### src/rtl/fifo_wr_arbiter.sv
// Round-robin arbiter sharing one FIFO write port among N_REQ valid/ready producers.
// Each grant lasts up to MAX_BURST beats; writes are suppressed while the FIFO is full.
module fifo_wr_arbiter #(
   parameter int N_REQ     = 4,
   parameter int DATA_W    = 128,
   parameter int MAX_BURST = 4
) (
   input  logic                    clk,
   input  logic                    reset,
   input  logic [N_REQ-1:0]        req_valid,
   input  logic [N_REQ*DATA_W-1:0] req_data,
   output logic [N_REQ-1:0]        req_ready,
   output logic [N_REQ-1:0]        grant,
   input  logic                    fifo_full,
   output logic                    fifo_wren,
   output logic [DATA_W-1:0]       fifo_wrdata,
   output logic                    busy,
   output logic [15:0]             stall_cnt
);

   localparam int IDX_W = $clog2(N_REQ);
   localparam int BC_W  = $clog2(MAX_BURST + 1);

   typedef enum logic {IDLE, GRANT} state_t;

   state_t           state, state_nxt;
   logic [IDX_W-1:0] owner, owner_nxt;
   logic [IDX_W-1:0] rr_ptr, rr_nxt;
   logic [BC_W-1:0]  beat_cnt, beat_nxt;
   logic [IDX_W-1:0] pick;
   logic             owner_vld;
   logic             accept;
   logic             stall;

   // Walk downward so the candidate closest to rr_ptr is the last one written.
   always_comb begin
      logic [IDX_W:0] j;
      pick = '0;
      for (int k = N_REQ - 1; k >= 0; k--) begin
         j = {1'b0, rr_ptr} + (IDX_W+1)'(k);
         if (j >= (IDX_W+1)'(N_REQ)) j = j - (IDX_W+1)'(N_REQ);
         if (req_valid[j[IDX_W-1:0]]) pick = j[IDX_W-1:0];
      end
   end

   assign owner_vld = req_valid[owner];
   assign accept    = (state == GRANT) & owner_vld & ~fifo_full;
   assign stall     = (state == GRANT) & owner_vld & fifo_full;

   always_comb begin
      state_nxt = state;
      owner_nxt = owner;
      rr_nxt    = rr_ptr;
      beat_nxt  = beat_cnt;
      case (state)
         IDLE: begin
            if (|req_valid) begin
               owner_nxt = pick;
               beat_nxt  = '0;
               state_nxt = GRANT;
            end
         end
         GRANT: begin
            if (accept) beat_nxt = beat_cnt + 1'b1;
            if (!owner_vld || (accept && beat_cnt == BC_W'(MAX_BURST - 1))) begin
               state_nxt = IDLE;
               rr_nxt    = (owner == IDX_W'(N_REQ - 1)) ? '0 : owner + 1'b1;
            end
         end
         default: state_nxt = IDLE;
      endcase
   end

   always_ff @(posedge clk or negedge reset) begin
      if (!reset) begin
         state     <= IDLE;
         owner     <= '0;
         rr_ptr    <= '0;
         beat_cnt  <= '0;
         stall_cnt <= '0;
      end else begin
         state    <= state_nxt;
         owner    <= owner_nxt;
         rr_ptr   <= rr_nxt;
         beat_cnt <= beat_nxt;
         if (stall && stall_cnt != 16'hFFFF) stall_cnt <= stall_cnt + 16'd1;
      end
   end

   assign busy        = (state == GRANT);
   assign grant       = busy   ? (N_REQ'(1) << owner) : '0;
   assign req_ready   = accept ? (N_REQ'(1) << owner) : '0;
   assign fifo_wren   = accept;
   assign fifo_wrdata = accept ? req_data[int'(owner)*DATA_W +: DATA_W] : '0;

endmodule

### config.mk
export PLATFORM = sky130hd
export DESIGN_NAME = fifo_wr_arbiter
export DESIGN_NICKNAME = d
export VERILOG_FILES = /design/src/rtl/fifo_wr_arbiter.sv
export SDC_FILE = /design/constraint.sdc
export NUM_CORES = 1
export LEC_CHECK = 0
export BUFFER_PORTS_ARGS = -buffer_cell sky130_fd_sc_hd__buf_2
export CELL_PAD_IN_SITES_DETAIL_PLACEMENT = 1
export CELL_PAD_IN_SITES_GLOBAL_PLACEMENT = 1
export CORE_AREA = 4 4 259 261
export DETAILED_ROUTE_END_ITERATION = 16
export DIE_AREA = 0 0 263 265
export PLACE_DENSITY_LB_ADDON = 0.1
export REMOVE_ABC_BUFFERS = 1
export SLEW_MARGIN = 0
export SYNTH_ARGS = -nofsm -noshare
export SYNTH_HDL_FRONTEND = slang
export SYNTH_SLANG_ARGS = --single-unit
### constraint.sdc
create_clock -name clk -period 4.8 [get_ports clk]
set_input_delay 0.96 -clock clk [delete_from_list [all_inputs] [get_ports clk]]
set_output_delay 0.96 -clock clk [all_outputs]
set_load 0.02 [all_outputs]
==> results.cfg <==
[run_status]
status = finished, final reports clean

[final_layout]
stdcell_count = 1945
regArea_um2 = 608
multi_input_area_um2 = 4430
nets = 1605
fin_area_um2 = 9770
drive_gt1_frac = 0.767
area_delta_synth_final_pct = 82.8
fillCellCount = 7768

[clock_tree]
ctsLongestPathBuffers = 2
clkLatencyLatePin_ns = 0.26
cts_tree = yes
numCtsBuffers = 3
clk_pin_slew_ns = 0.06
htree_levels = 1
postCtsSetupRepairBufs = 0
cts_num_sinks = 24
holdBufCountCts = 0
clock-root-buffer = clkbuf_16
cts_resized = 0

[global_route]
grt_first_pass_wirelength_mm = 69.2
grt_use_total = 0.141
grt_overflow = 0
antenna_found_initial = 47
grt_max_degree = 78
grt_pass1_vias = 7381

[floorplanning]
core_um2 = 64500
die_w_um = 263
start_util = 0.0829
ioPinCount = 673
die_area_um2 = 69700
fp-row-count = 93
dieHeight_um = 265

[logic_synthesis]
syn_area_per_cell_um2 = 12.1
synthCells = 440
yosysMostFrequentCell = nor2b_1
synth.largest_area_cell = mux4_2
synth_top_family_by_area = multiplexers
ys_ff_latch = 24
synth_flop_cell = dfrtp_1
synth.distinct_cells = 39
synth_edf_count = 0
synth_xor_area_frac = 0.0246
ys_top_cells_by_area = mux4_2 (54%), nor2b_1 (15%), dfrtp_1 (11%)
synthAdderAreaFrac = 0.0164
synth_warnings = 0
yosys.area_share.simple = 0.208
synth_mux_area_frac = 0.553
synth_area_um2 = 5340
yosysSeqAreaShare = 0.112
async_reset_ff_frac = 1.00
synth_compound_area_frac = 0.0262
yosys-top-cells-count = nor2b_1 (129), mux4_2 (128), buf_2 (25)
yosysTopAreaCellShare = 0.540

[detailed_routing]
num_vias = 6888
post_drt_wl_per_cell_um = 27.0
antenna_left = 0
drtIter0Drc = 303
drtPass1Iterations = 4
drcViolationCount = 0
routed_via_density = 3.54
wirelength_mm = 52.4

[place]
dp.final_hpwl_mm = 47.0
dpl-instance-area_um2 = 9650
dp.cells = 1929
gp_congestion = 0.837
port_buffers = 672

[pwr]
ir_drop_mv = 0.233
power_density_nw_per_um2 = 398
p_leak_nw = 4.66
p_total_w = 0.00389

[critical_path]
cp.arrival_ns = 2.58
crit_slowest_cell = nand2b_4
slowest_delay_ns = 0.39
start_kind = primary input
crit_top_cell = buf_2
cp_cell_sequence = buf_2, mux2i_1, o2bb2ai_4, nand2b_4, buf_12, nor2b_1, buf_2
end_kind = primary output
crit_fanout = 46
crit_required_ns = 3.84
timing.setup.critical_path_class = in -> out

[sta]
period_share = 0.737
period_needed_ns = 3.54
hold_violations = 0
setup-violations-final = 0
tightest_slew_ns = 0.884
rsz0062_at_grt = false
fmax_mhz = 283
finClkSkew_ns = 0.00544
maxSlewHeadroom = 0.410
slew_viol_final = 0

[worst_hold_path]
hp-class = reg -> reg

[job]
cap_viol_max_count = 0
-- critical path: cells and delay by family --
family,cells,cell delay (ns)
simple gates,2,0.48
compound gates,1,0.13
buf+inv,3,0.59
mux,1,0.35
-- logic make-up (layout without fill, tap and decap cells) --
kind of cell               count (synthesis)  after routing
adders and majority gates                  7              7
DFF                                       24             24
buffers and inverters                     58            696
muxes                                    134            134
other                                      0             12
and+or+nand+nor                          186            186
xor gates and xnor gates                  15             15
AOI/OAI and AO/OA                         16             16
-- area by class of cell --
type | instances | area share
Multi-Input combinational cell | 358 | 0.453
Timing Repair Buffer | 680 | 0.358
Tap cell | 855 | 0.110
Sequential cell | 24 | 0.0623
Clock buffer | 4 | 0.00910
Inverter | 12 | 0.00461
Antenna cell | 12 | 0.00307
-- registers in the layout, summed over array words and instances (netlist names) --
register and cells:
beat_cnt 3, busy 1, owner 2, rr_ptr 2, stall_cnt 16
-- metrics by stage --
step                hold WS [ns]  setup WS, ns  setup TNS, ns   util
floorplan                  0.454         -3.82        -539.45      -
global placement           0.483          1.21              0  0.150
detailed placement         0.503          1.19              0  0.150
CTS                        0.513          1.18              0  0.151
global route               0.544          1.07              0  0.151
finish                     0.505          1.26              0  0.151
-- layout by cell type (no fill, tap or decap), types with 2 or more instances in the layout --
cell | synthesis | final
and2_1 | 3 | 3
nand3_1 | 9 | 9
diode_2 | 0 | 12
buf_12 | 0 | 6
clkbuf_16 | 0 | 3
xor2_1 | 13 | 13
o21ai_0 | 2 | 2
nand2_1 | 9 | 9
and3_1 | 3 | 3
nor4_2 | 2 | 2
mux2_2 | 2 | 2
xnor2_1 | 2 | 2
mux4_2 | 128 | 128
nor3_1 | 3 | 3
nor2_1 | 19 | 19
buf_2 | 25 | 672
mux2i_1 | 2 | 2
buf_4 | 13 | 2
nor3_2 | 2 | 2
a21oi_1 | 4 | 4
dfrtp_1 | 24 | 22
inv_1 | 12 | 12
dfrtp_4 | 0 | 2
ha_1 | 7 | 7
o21ai_1 | 3 | 3
nor2b_1 | 129 | 129
nand4_1 | 2 | 2
-- report_power, final --
group          leakage, nW  internal [W]  switching, W
sequential           0.309      0.000256      0.000124
clock               0.0442      0.000128     0.0000782
combinational         4.30       0.00162       0.00168
-- path summary, 6_finish.rpt --
check	startpoint	end	slack, ns	depth (start not counted)
min in group asynchronous	reset	stall_cnt[3]	0.70	1
setup reg to reg	stall_cnt[0]	stall_cnt[1]	2.69	5
setup / recovery	req_valid[3]	fifo_wrdata[65]	1.26	7
hold / removal	beat_cnt[0]	beat_cnt[0]	0.50	1
hold reg to reg	beat_cnt[0]	beat_cnt[0]	0.50	1
max in group asynchronous	reset	owner[1]	3.62	1
-- routing by layer --
layer  track usage  vias to the layer above  part of all wire
met5             0                        -            0.0025
met4       0.00675                       20            0.0077
met3        0.0472                       66             0.080
met2         0.269                      324              0.54
met1         0.159                     3474              0.37
li1              -                     3004                 -
Note: power is estimated with default switching activity, not from simulation.
